### src/rtl/result_buf_pkg.sv
// Shared defaults and types for the result-buffer controller.
package result_buf_pkg;

  localparam int RB_DEPTH = 14;
  localparam int RB_CW    = 4;

  typedef enum logic [1:0] {
    IDLE,
    RUN,
    DRAIN
  } state_t;

  typedef enum logic {
    GNT_WR,
    GNT_RD
  } grant_t;

  // Bit positions of the write and read requesters on the arbiter bus.
  localparam int REQ_WR = 0;
  localparam int REQ_RD = 1;

endpackage

### src/rtl/result_buf_ctrl_rr_arb2.sv
// Two-way round-robin arbiter: a lone requester always wins, ties go to
// whichever side was not granted most recently.
module rr_arb2
  import result_buf_pkg::*;
(
  input  logic       clk,
  input  logic       reset,
  input  logic [1:0] req,
  output logic [1:0] gnt,
  output grant_t     last_gnt
);

  always_comb begin
    gnt = 2'b00;
    case (req)
      2'b01:   gnt = 2'b01;
      2'b10:   gnt = 2'b10;
      2'b11:   gnt = (last_gnt == GNT_WR) ? 2'b10 : 2'b01;
      default: gnt = 2'b00;
    endcase
  end

  // Resetting to "write" lets the read side win the first tie.
  always_ff @(posedge clk or posedge reset) begin
    if (reset) begin
      last_gnt <= GNT_WR;
    end else if (gnt[REQ_RD]) begin
      last_gnt <= GNT_RD;
    end else if (gnt[REQ_WR]) begin
      last_gnt <= GNT_WR;
    end
  end

endmodule

### src/rtl/result_buf_ctrl.sv
// Result-buffer controller: frame FSM, single-port write/read arbitration,
// occupancy tracking and wrapping shadow address counters.
module result_buf_ctrl
  import result_buf_pkg::*;
#(
  parameter int DEPTH = RB_DEPTH,
  parameter int CW    = RB_CW
) (
  input  logic          clk,
  input  logic          reset,
  input  logic          start,
  input  logic          drain,
  input  logic          wr_req,
  input  logic          rd_req,
  output logic          write_en,
  output logic          read_en,
  output logic [CW-1:0] wr_addr,
  output logic [CW-1:0] rd_addr,
  output logic [CW-1:0] count,
  output logic          full,
  output logic          empty,
  output logic          busy,
  output logic          done
);

  localparam logic [CW-1:0] FULL_COUNT = CW'(DEPTH);
  localparam logic [CW-1:0] LAST_ADDR  = CW'(DEPTH - 1);

  state_t        state;
  state_t        state_next;
  logic [1:0]    req;
  logic [1:0]    gnt;
  grant_t        last_gnt;
  logic [CW-1:0] count_next;
  logic          done_next;

  assign full  = (count == FULL_COUNT);
  assign empty = (count == '0);
  assign busy  = (state != IDLE);

  // Writes only while the frame is running; reads continue through DRAIN.
  assign req[REQ_WR] = (state == RUN) && wr_req && !full;
  assign req[REQ_RD] = (state != IDLE) && rd_req && !empty;

  rr_arb2 u_arb (
    .clk      (clk),
    .reset    (reset),
    .req      (req),
    .gnt      (gnt),
    .last_gnt (last_gnt)
  );

  assign write_en = gnt[REQ_WR];
  assign read_en  = gnt[REQ_RD];

  always_comb begin
    count_next = count;
    if (write_en) begin
      count_next = count + 1'b1;
    end else if (read_en) begin
      count_next = count - 1'b1;
    end
  end

  // DRAIN exits on the edge the buffer becomes (or already is) empty.
  always_comb begin
    state_next = state;
    done_next  = 1'b0;
    case (state)
      IDLE: begin
        if (start) begin
          state_next = RUN;
        end
      end
      RUN: begin
        if (drain) begin
          state_next = DRAIN;
        end
      end
      DRAIN: begin
        if (count_next == '0) begin
          state_next = IDLE;
          done_next  = 1'b1;
        end
      end
      default: begin
        state_next = IDLE;
      end
    endcase
  end

  always_ff @(posedge clk or posedge reset) begin
    if (reset) begin
      state <= IDLE;
      done  <= 1'b0;
    end else begin
      state <= state_next;
      done  <= done_next;
    end
  end

  always_ff @(posedge clk or posedge reset) begin
    if (reset) begin
      count   <= '0;
      wr_addr <= '0;
      rd_addr <= '0;
    end else begin
      count <= count_next;
      if (write_en) begin
        wr_addr <= (wr_addr == LAST_ADDR) ? '0 : wr_addr + 1'b1;
      end
      if (read_en) begin
        rd_addr <= (rd_addr == LAST_ADDR) ? '0 : rd_addr + 1'b1;
      end
    end
  end

  // Occupancy bounds and grant exclusivity must hold in every cycle.
  always_ff @(posedge clk) begin
    if (!reset) begin
      assert (!(write_en && read_en));
      assert (count <= FULL_COUNT);
      assert (!(write_en && full));
      assert (!(read_en && empty));
      if (req == 2'b11) begin
        assert (gnt[REQ_RD] == (last_gnt == GNT_WR));
      end
    end
  end

endmodule

### config.mk
export PLATFORM = sky130hd
export DESIGN_NAME = result_buf_ctrl
export DESIGN_NICKNAME = d
export VERILOG_FILES = /design/src/rtl/result_buf_pkg.sv /design/src/rtl/result_buf_ctrl_rr_arb2.sv /design/src/rtl/result_buf_ctrl.sv
export SDC_FILE = /design/constraint.sdc
export NUM_CORES = 1
export LEC_CHECK = 0
export CAP_MARGIN = 0
export CORE_MARGIN = 1
export CORE_UTILIZATION = 50
export CTS_CLUSTER_DIAMETER = 100
export DETAILED_ROUTE_END_ITERATION = 12
export PLACE_DENSITY = 0.83
export SYNTH_ARGS = -nofsm -noshare
export SYNTH_HDL_FRONTEND = slang
export SYNTH_SLANG_ARGS = --single-unit
### constraint.sdc
create_clock -name clk -period 3.67 [get_ports clk]
set_input_delay 0.9175 -clock clk [delete_from_list [all_inputs] [get_ports clk]]
set_output_delay 0.9175 -clock clk [all_outputs]
set_load 0.01 [all_outputs]
# Word-level counts from Yosys, hierarchy flattened
# Cells that the tools add are included.
dict set report classes {
  addsub 4
  n_eq_ne 11
  mux 14
  reduce_logical 12
}
# cell count
set op_table {}
lappend op_table {{two-way mux 4 bit} 4}
lappend op_table {{adder 4 x 1 -> 4 bit, second input constant} 3}
lappend op_table {{== test 4 bit, second input constant} 3}
lappend op_table {{one-hot mux 2 bit (3 select lines)} 2}
lappend op_table {{zero test 4 bit} 2}
lappend op_table {{two-way mux 2 bit} 4}
lappend op_table {{== test 2 bit, second input constant} 3}
lappend op_table {{inequality test 2 bit, second input constant} 3}
lappend op_table {{== test 2 x 1 -> 1 bit, second input constant} 2}
lappend op_table {{logical AND 1 bit} 4}
lappend op_table {{two-way mux 1 bit} 4}
lappend op_table {{nonzero test 2 bit} 2}
lappend op_table {{subtractor 4 x 1 -> 4 bit, second input constant} 1}
lappend op_table {{AND reduction 3 bit} 1}
lappend op_table {{zero test 1 bit} 2}
lappend op_table {{zero test 2 bit} 1}
dict set report totals {
  ff_bits 16
  in_bits 6
  out_inout_bits 18
  word_cells 47
}

# Depth between registers and ports, before layout
dict set report logic_depth {
  depth_word 10
  depth_mapped 9
  depth_no_buf 8
}

# Cells and area by module
# A second synthesis with hierarchy kept.
dict set report unflattened {
  hier_cells 88
  area_unflattened_um2 873.3
}
# mod n_inst cells_each area_each_um2 seq_area_each_um2
set by_module_without_submodules {}
lappend by_module_without_submodules {result_buf_ctrl 1 81 817.0 375.4}
lappend by_module_without_submodules {rr_arb2 1 7 56.3 25.0}

# Worst setup path before layout
# OpenSTA, ideal clock, no wires.
dict set report synth_path {
  kind {input-to-output}
  startpoint {in wr_req}
  endpoint {out write_en}
  arrival_ps 1547
  required_time_ps 2753
  path_slack_ps 1205
  path_stages 4
  n_path_buf 1
  path_cell_list {nand3b_1 > or2_1 > buf_4 > nor2_4}
}
dict set report synth_between {
  elab_chain_len 4
  word_cells_on_any_way 6
  cone_classes {eq/ne (3); mux (1); reduce/logical (2)}
}
# item line_no
set synth_rtl {}
lappend synth_rtl {{start, declared} result_buf_ctrl.sv:13} ;# input logic wr_req,
lappend synth_rtl {{logical AND 1 bit (*) (2 in series)} result_buf_ctrl.sv:42} ;# assign req[REQ_WR] = (state == RUN) && wr_req && !full;
lappend synth_rtl {{== test 2 bit / == test 2 x 1 -> 1 bit (equally long branches)} result_buf_ctrl_rr_arb2.sv:15} ;# case (req)
lappend synth_rtl {{one-hot mux 2 bit (3 select lines) (*)} result_buf_ctrl_rr_arb2.sv:15}
lappend synth_rtl {{end, declared} result_buf_ctrl.sv:15} ;# output logic write_en,
# Every way passes the cells marked *; elsewhere a longest branch is shown, timed or not.

# Worst setup path after layout
# Ends and elaborated chain as after synthesis.

==> flow_metrics.tcl <==
set metrics [dict create \
    ys_seq_area_share_pct 45.0 \
    first_global_vias 722 \
    synth_edf_count 0 \
    totalWireLength_um 1890 \
    slew_headroom_pct 60.5 \
    grt_overflow 0 \
    syn_area_per_cell_um2 10.6 \
    clock_tree.buffer_depth 2 \
    ys_warn_count 0 \
    worstMarginPinSlew_ns 0.592 \
    setup.worst_path.end_class "output pin" \
    p_seq_share_pct 36.1 \
    cap_violations 0 \
    status "completed" \
    setup_violations 0 \
    switching_share_pct 40.2 \
    portBuffers 23 \
    fin_crit_sh_pct 92.8 \
    fin_tns_setup_ns 0 \
    leakage_uw 0.000500 \
    whs_ns 0.492 \
    path_class "input port to output pin" \
    clkTransAtPathRegs_ns 0.10 \
    fmax_ghz 0.294 \
    totalPowerFinal_uw 1060 \
    grt_max_degree 17 \
    cts_made_buffers 3 \
    syn_nets 93 \
    cp-start-kind "input port" \
    peakVddDrop_mv 0.552 \
    min_path_cells 1 \
    cts_hold_buf 0 \
    clk_latency_ns 0.29 \
    n_antenna_cell 0 \
    synth_most_common_cell "dfrtp_1" \
    die_area_um2 1950 \
    detail_route.wl_per_cell_um 14.7 \
    drcViolationCount 0 \
    rsz0062_at_grt "false" \
    detail_route.iter0.violations 23 \
    cts_resized 0 \
    initial_utilization_pct 56.4 \
    die_width_um 44.2 \
    grt_pass1_wl_um 3300 \
    p_sw_uw 426 \
    synth_top_area_share_pct 45.0 \
    yosys.area.top_type "dfrtp_1" \
    slew_viol_final 0 \
    comb_power_share_pct 52.7 \
    fp.dieH_um 44.2 \
    grt.total_usage_pct 23.3 \
    crit_required_ns 2.75 \
    postCtsSetupRepairBufs 0 \
    netlist_instances 84 \
    clock-sinks 16 \
    firstDrtPassIters 6 \
    reg2regPathDepth 8 \
    io_pins 24 \
    cts_root_buffer "clkbuf_4" \
    ant_nets 0 \
    hold_path_class "flop to flop" \
    ys_async_sr_fraction_pct 100 \
    globalplace.congestion 0.784 \
    ys_seq_elements 16 \
    fin_crit_ns 3.41 \
    p_clk_share_pct 11.2 \
    post-dp-hpwl_um 1440 \
    synth_cell_types 42 \
    layout-drive-gt1-share_pct 15.2 \
    crit_arrival_ns 2.49 \
    cts_max_level 1 \
    num_vias 769 \
    critPathMaxFanout 6 \
    synthesis.area_um2 890 \
    coreArea_um2 1580 \
    fin_nets 122 \
    area_growth_pct 33.1 \
    rows 14 \
    fillers 111 \
    fin_skew_ns 0.00667 \
    p_int_uw 634 \
    drt-vias-per-instance 6.01 \
    synth_ff_type "dfrtp_1" \
    tritoncts "built" \
    finalHoldViolCount 0 \
    ys_top_cells_by_count "dfrtp_1 (16), a31oi_1 (5), inv_1 (5)" \
    ys_top_cells_by_area "dfrtp_1 (45%), ha_1 (4.2%), a31oi_1 (3.5%), mux2i_1 (3.4%), mux2_2 (2.5%)" \
    antenna_found_initial 0 \
    power.density_nw_per_um2 895 \
]
-- worst max-delay path: stages --
cell,delay (ns)
clkdlybuf4s50_1,0.45
nand3b_1,0.11
or2_1,0.33
nor2_4,0.14
clkdlybuf4s50_1,0.53
-- stage by stage --
step	utilization, %	setup WS, ns	cells	cell area (um2)
floorplan	-	1.21	84	890
global placement	72.8	0.284	124	1150
detailed placement	72.8	0.262	124	1150
CTS	75.1	0.264	128	1180
global route	75.1	0.186	128	1180
finish	75.1	0.263	128	1180
-- cells in the final DEF, fill, tap and decap left out, types with 2 or more instances in the layout --
| cell type | count |
|---|---|
| a21oi_1 | 3 |
| o21ai_1 | 2 |
| a31oi_1 | 5 |
| dfrtp_1 | 16 |
| mux2i_1 | 3 |
| ha_1 | 3 |
| nor2_1 | 4 |
| inv_1 | 5 |
| clkdlybuf4s50_1 | 23 |
| mux2_2 | 2 |
| clkbuf_4 | 3 |
| o21ai_0 | 4 |
| xor2_1 | 2 |
| buf_4 | 2 |
| and2_1 | 2 |
| nand2_1 | 4 |
-- path summary, 6_finish.rpt --
path                       startpoint        endpoint  slack [ns]
max in group asynchronous       reset      wr_addr[2]        2.30
hold reg to reg            rd_addr[0]      rd_addr[0]        0.49
setup reg to reg             count[0]            done        1.28
hold / removal             rd_addr[0]      rd_addr[0]        0.49
min in group asynchronous       reset  u_arb.last_gnt        0.98
setup / recovery               wr_req        write_en        0.26
-- flip-flops by register name, summed over array words and instances (netlist names) --
register and cells:
done 1, count 4, wr_addr 4, u_arb.last_gnt 1, rd_addr 4, state 2
-- power groups by stage --
stage	logic [uW]	clock network (uW)	registers, uW
finish	558	119	383
global route	609	124	403
CTS	560	120	383
detailed placement	555	0	386
global placement	537	0	380
floorplan	293	0	393
-- final cells by class --
cell class	instances	area [um2]	area share (%)
inverters	5	18.8	1.59
well taps	16	20.0	1.69
flip-flops and latches	16	400	33.8
repair buffers	25	245	20.7
multi-input cells	62	463	39.1
clock buffers	4	36.3	3.07
-- layer usage --
metal,track usage (%),up-vias,wire [um]
li1,-,372,-
met2,40.9,20,986
met3,3.67,4,59
met1,28.9,373,811
met5,0,-,0
met4,7.88,0,29
-- cell families after synthesis --
kind of cell               share of synthesized area, %
and+or+nand+nor                                    20.7
AOI/OAI and AO/OA                                  18.3
DFF                                                45.0
buffers and inverters                              2.95
muxes                                              5.91
xor gates and xnor gates                           2.95
adders and majority gates                          4.22
(Power assumes the default switching activity.)
==> RTL edit 1 (same flow settings) <==
`RB_CW`: 4 -> 5.
--- a/src/rtl/result_buf_pkg.sv
+++ b/src/rtl/result_buf_pkg.sv
@@ -2,7 +2,7 @@
 package result_buf_pkg;
 
   localparam int RB_DEPTH = 14;
-  localparam int RB_CW    = 4;
+  localparam int RB_CW    = 5;
 
   typedef enum logic [1:0] {
     IDLE,
Ports: changed (resized count, rd_addr and wr_addr); port bits go from 24 to 27. No check against the original RTL was run, so the function may have changed too.
==> RTL edit 1 against the original RTL <==
Synthesized cell count is 48% higher. Critical path depth is 2 higher. Sequential cell count is 3 higher. Utilization is 3.1 points lower. Clock skew is 0.0043 ns lower. Final cell count is 43% higher. Cell area is 25% higher. Register-to-register slack worse by 0.39 ns. Power is 9.9% higher. Synthesized area is 29% higher. Setup slack worse by 0.041 ns. Fmax is 1.2% lower. Routed wire length is 41% higher.
==> RTL edit 1: results (changes against the original RTL) <==
qor: logic_synthesis.synthXorXnorAreaFrac 0.764% [-2.2 points]
qor: power.vdd_drop_max 0.419 mV [-24%]
qor: finish.final-seq-area 475 um2 [+19%]
qor: route.met1Wirelength 1130 um [+39%]
qor: logic_synthesis.sequential_to_total_area_share_from_yosys_stat 41.5% [-3.5 points]
qor: logic_synthesis.synth-seq-cells 19 [+3]
qor: placed_design.portBuffers 26 [+13%]
qor: finish.buffers 29 [+16%]
qor: critical_path.critical_path_arrival 2.53 ns [+0.04 ns]
qor: route.route.detailed.vias_per_inst 5.89 [-1.9%]
qor: hold_path.min_from state[1]
qor: power.leakage 0.689 nW [+38%]
qor: outcome.status complete, no violations
qor: timing.whs 0.515 ns [+0.0233 ns]
qor: floorplan.core_area 2060 um2 [+31%]
qor: power.power.sequential.fraction 37.0% [+0.9 points]
qor: route.detail_route.iter0.violations 26 [+13%]
qor: placed_design.placement.cell_area 1460 um2 [+27%]
qor: logic_synthesis.syn_inst 124 [+48%]
qor: timing.skew 0.00239 ns [-0.00428 ns]
qor: finish.finish.net_count 171 [+40%]
qor: finish.clkCellAreaFrac 1.77% [-1.3 points]
qor: hold_path.worst_hold_path.endpoint state[0]
qor: finish.fin_cells 183 [+43%]
qor: logic_synthesis.post_syn_nets 138 [+48%]
qor: placed_design.dp_worst_setup_slack 0.236 ns [-0.0263 ns]
qor: route.dr.pass1.iters 4 [-2]
qor: timing.final.period_utilization 93.9% [+1.1 points]
qor: logic_synthesis.synth-adder-area-share 8.73% [+4.5 points]
==> RTL edit 1: cell types whose count changed after synthesis, moves of 5 or more <==
cell                      change
sky130_fd_sc_hd__inv_1        +7
sky130_fd_sc_hd__o21ai_0      +8
sky130_fd_sc_hd__ha_1         +5
sky130_fd_sc_hd__nor3_1       +8
sky130_fd_sc_hd__nand2_1      +5
==> RTL edit 1: critical path, cell delays in order, from the launching register on <==
cell and delay (ns):
sky130_fd_sc_hd__dfrtp_1 0.45, sky130_fd_sc_hd__inv_1 0.20, sky130_fd_sc_hd__ha_1 0.18, sky130_fd_sc_hd__or4b_4 0.50
sky130_fd_sc_hd__nand3_1 0.15, sky130_fd_sc_hd__nand2_1 0.08, sky130_fd_sc_hd__inv_1 0.13, sky130_fd_sc_hd__clkdlybuf4s50_1 0.56
==> RTL edit 2 (same flow settings) <==
Made on the original files. Reset style: synchronous (`reset`), changed in 3 clocked blocks.
--- a/src/rtl/result_buf_ctrl_rr_arb2.sv
+++ b/src/rtl/result_buf_ctrl_rr_arb2.sv
@@ -21,7 +21,7 @@
   end
 
   // Resetting to "write" lets the read side win the first tie.
-  always_ff @(posedge clk or posedge reset) begin
+  always_ff @(posedge clk) begin
     if (reset) begin
       last_gnt <= GNT_WR;
     end else if (gnt[REQ_RD]) begin
--- a/src/rtl/result_buf_ctrl.sv
+++ b/src/rtl/result_buf_ctrl.sv
@@ -89,7 +89,7 @@
     endcase
   end
 
-  always_ff @(posedge clk or posedge reset) begin
+  always_ff @(posedge clk) begin
     if (reset) begin
       state <= IDLE;
       done  <= 1'b0;
@@ -99,7 +99,7 @@
     end
   end
 
-  always_ff @(posedge clk or posedge reset) begin
+  always_ff @(posedge clk) begin
     if (reset) begin
       count   <= '0;
       wr_addr <= '0;
Formal check against the unedited RTL: differs if reset is asserted again (counterexample within 4 cycles, from zero or initial values and one cycle with reset high); with reset held inactive, the same outputs for 10 cycles.
==> RTL edit 2 against the original RTL <==
Die area up 3.6%. Routed wire length rose by 13%. Via count is 16% higher. Setup slack worse by 0.012 ns. Count of clock-buffer cells in the layout stayed put. Cell area is 3.1% higher. Sequential cell count did not move. Critical path depth rose by 1. Sequential share of layout area down 7.6 points. Synthesized area rose by 3.8%. Register-to-register slack better by 0.08 ns. Hold slack improved by 0.036 ns. Critical endpoint unchanged.
Power is not compared: it rests on default switching activity, and its combinational part moved more than twofold at a synthesized area within 25%.
==> RTL edit 2: results (changes against the original RTL) <==
qor: outcome.status complete, no violations
qor: placed_design.inst_count_dp 155 [+25%]
qor: clocking.cts_setup_buffers 0 [unchanged]
qor: logic_synthesis.synth_area_leaders sky130_fd_sc_hd__dfxtp_1 35%, sky130_fd_sc_hd__nor2_1 5.7%, sky130_fd_sc_hd__nand3_1 4.3%
qor: placed_design.placement.cell_area 1180 um2 [+3.2%]
qor: finish.final_layout_size_suffix_gt1_share 11.9% [-3.2 points]
qor: finish.finish.net_count 144 [+18%]
qor: power.vdd_drop_max 0.200 mV
qor: critical_path.cp_slowest_cell sky130_fd_sc_hd__clkdlybuf4s50_1
qor: global_routing.maximum_number_of_pins_on_one_net_before_global_route_repair 17 [unchanged]
qor: logic_synthesis.post_syn_nets 117 [+26%]
qor: clocking.worst_skew_pair.late_latency 0.29 ns [about the same]
qor: logic_synthesis.async_flop_share 0% [-100 points]
qor: placed_design.portBuffers 23 [unchanged]
qor: critical_path.critical_path_arrival 2.50 ns
qor: route.total_number_of_vias 894 [+16%]
qor: clocking.clock-root-buffer sky130_fd_sc_hd__clkbuf_4
qor: clocking.post_cts_resized 0 [unchanged]
qor: hold_path.min_path_type reg2reg
qor: global_routing.grt_pass1_wl 3520 um [+6.7%]
qor: placed_design.dp_worst_setup_slack 0.303 ns [+0.0407 ns]
qor: clocking.path_clk_slew 0.10 ns [about the same]
qor: global_routing.gr-usage-all-layers 23.8% [+0.55 points]
qor: global_routing.grt_antenna_before_repair 0 [unchanged]
qor: power.leakage 0.463 nW
qor: placed_design.placer_s_final_routability_congestion_estimate 0.883 [+13%]
qor: timing.skew 0.00464 ns [-0.00202 ns]
qor: critical_path.path_max_fanout 7 [+1]
qor: finish.top_regs count (4), rd_addr (4), wr_addr (4)
qor: route.wl 2130 um [+13%]
qor: finish.num_antenna_cells 0 [unchanged]
qor: clocking.cts_hold_repair.buffers 0 [unchanged]
qor: logic_synthesis.synthesis.area_per_instance 8.55 um2 [-19%]
qor: global_routing.via_count_of_the_first_global_routing_pass 836 [+16%]
qor: logic_synthesis.sequential_to_total_area_share_from_yosys_stat 34.7% [-10 points]
qor: route.dr.pass1.iters 4 [-2]
qor: logic_synthesis.synth_cell_type_count 40 [-4.8%]
qor: clocking.clock_buffers_created_by_tritoncts 3 [unchanged]
qor: critical_path.cpPeakStageDelay 0.56 ns [+0.03 ns]
qor: placed_design.detailed_place_hpwl 1570 um [+8.9%]
qor: clocking.clockBufferDepth 2 [unchanged]
qor: route.detail_route.iter0.violations 23 [unchanged]
qor: clocking.cts_max_level 1 [unchanged]
qor: timing.maxSlewHeadroom 59.0% [-1.5 points]
qor: route.wire_per_inst 13.4 um [-9.3%]
qor: logic_synthesis.synth_top_cells_by_count 16 x sky130_fd_sc_hd__dfxtp_1, 14 x sky130_fd_sc_hd__nor2_1, 8 x sky130_fd_sc_hd__inv_1, 8 x sky130_fd_sc_hd__nand3_1, 6 x sky130_fd_sc_hd__nor3_1
qor: logic_synthesis.synth-warning-count 0 [unchanged]
RTL edit 2: changes by cell type in the layout (fill, tap and decap cells not counted), sizes merged, moves of 4 or more:
cell	before	now
nor2	5	14
dfxtp	0	16
nor3	2	6
nand3	0	8
dfrtp	16	0
RTL edit 2: path summary, 6_finish.rpt:
check | start | endpoint | slack [ns] | cells after the start
worst max-delay path | count[0] | write_en | 0.25 | 6
worst min register to register | wr_addr[1] | wr_addr[1] | 0.53 | 2
worst max register to register | count[0] | state[1] | 1.36 | 7
worst min-delay path | wr_addr[1] | wr_addr[1] | 0.53 | 2
RTL edit 2: cell type report:
cell class / count / area (um2)
Multi-Input combinational cell: 80 / 549
Tap cell: 25 / 31.3
Timing Repair Buffer: 26 / 253
Inverter: 8 / 30.0
Sequential cell: 16 / 320
Fill cell: 160 / 507
Clock buffer: 4 / 36.3
RTL edit 2: power by group:
group,internal [mW],switching (mW)
Clock,0.0605,0.0580
Combinational,0.0407,0.0411
Sequential,0.179,0.00813
Total,0.281,0.107
RTL edit 2: metal layers:
metal / routed length, um / share of wire (%) / vias to the layer above / track usage (%)
met5: 0 / 0 / - / 0
met4: 23 / 1.1 / 0 / 10.3
met3: 111 / 5.2 / 4 / 5.60
met2: 1050 / 49 / 24 / 39.7
met1: 945 / 44 / 422 / 29.1
li1: - / - / 444 / -
RTL edit 2: cells by family (layout without fill, tap and decap cells):
group | count (synthesis) | in the layout | share of synthesized area (%)
compound gates | 25 | 25 | 23.6
mux | 3 | 3 | 3.25
flops | 16 | 16 | 34.7
fa+ha+maj | 3 | 3 | 4.07
simple gates | 46 | 46 | 25.7
xor+xnor | 3 | 3 | 2.85
buf+inv | 12 | 38 | 5.83
RTL edit 2: critical path, delay by kind of cell (launching register included):
family | cells | cell delay [ns]
simple gates | 3 | 0.89
buf+inv | 2 | 0.71
flops | 1 | 0.39
fa+ha+maj | 1 | 0.21
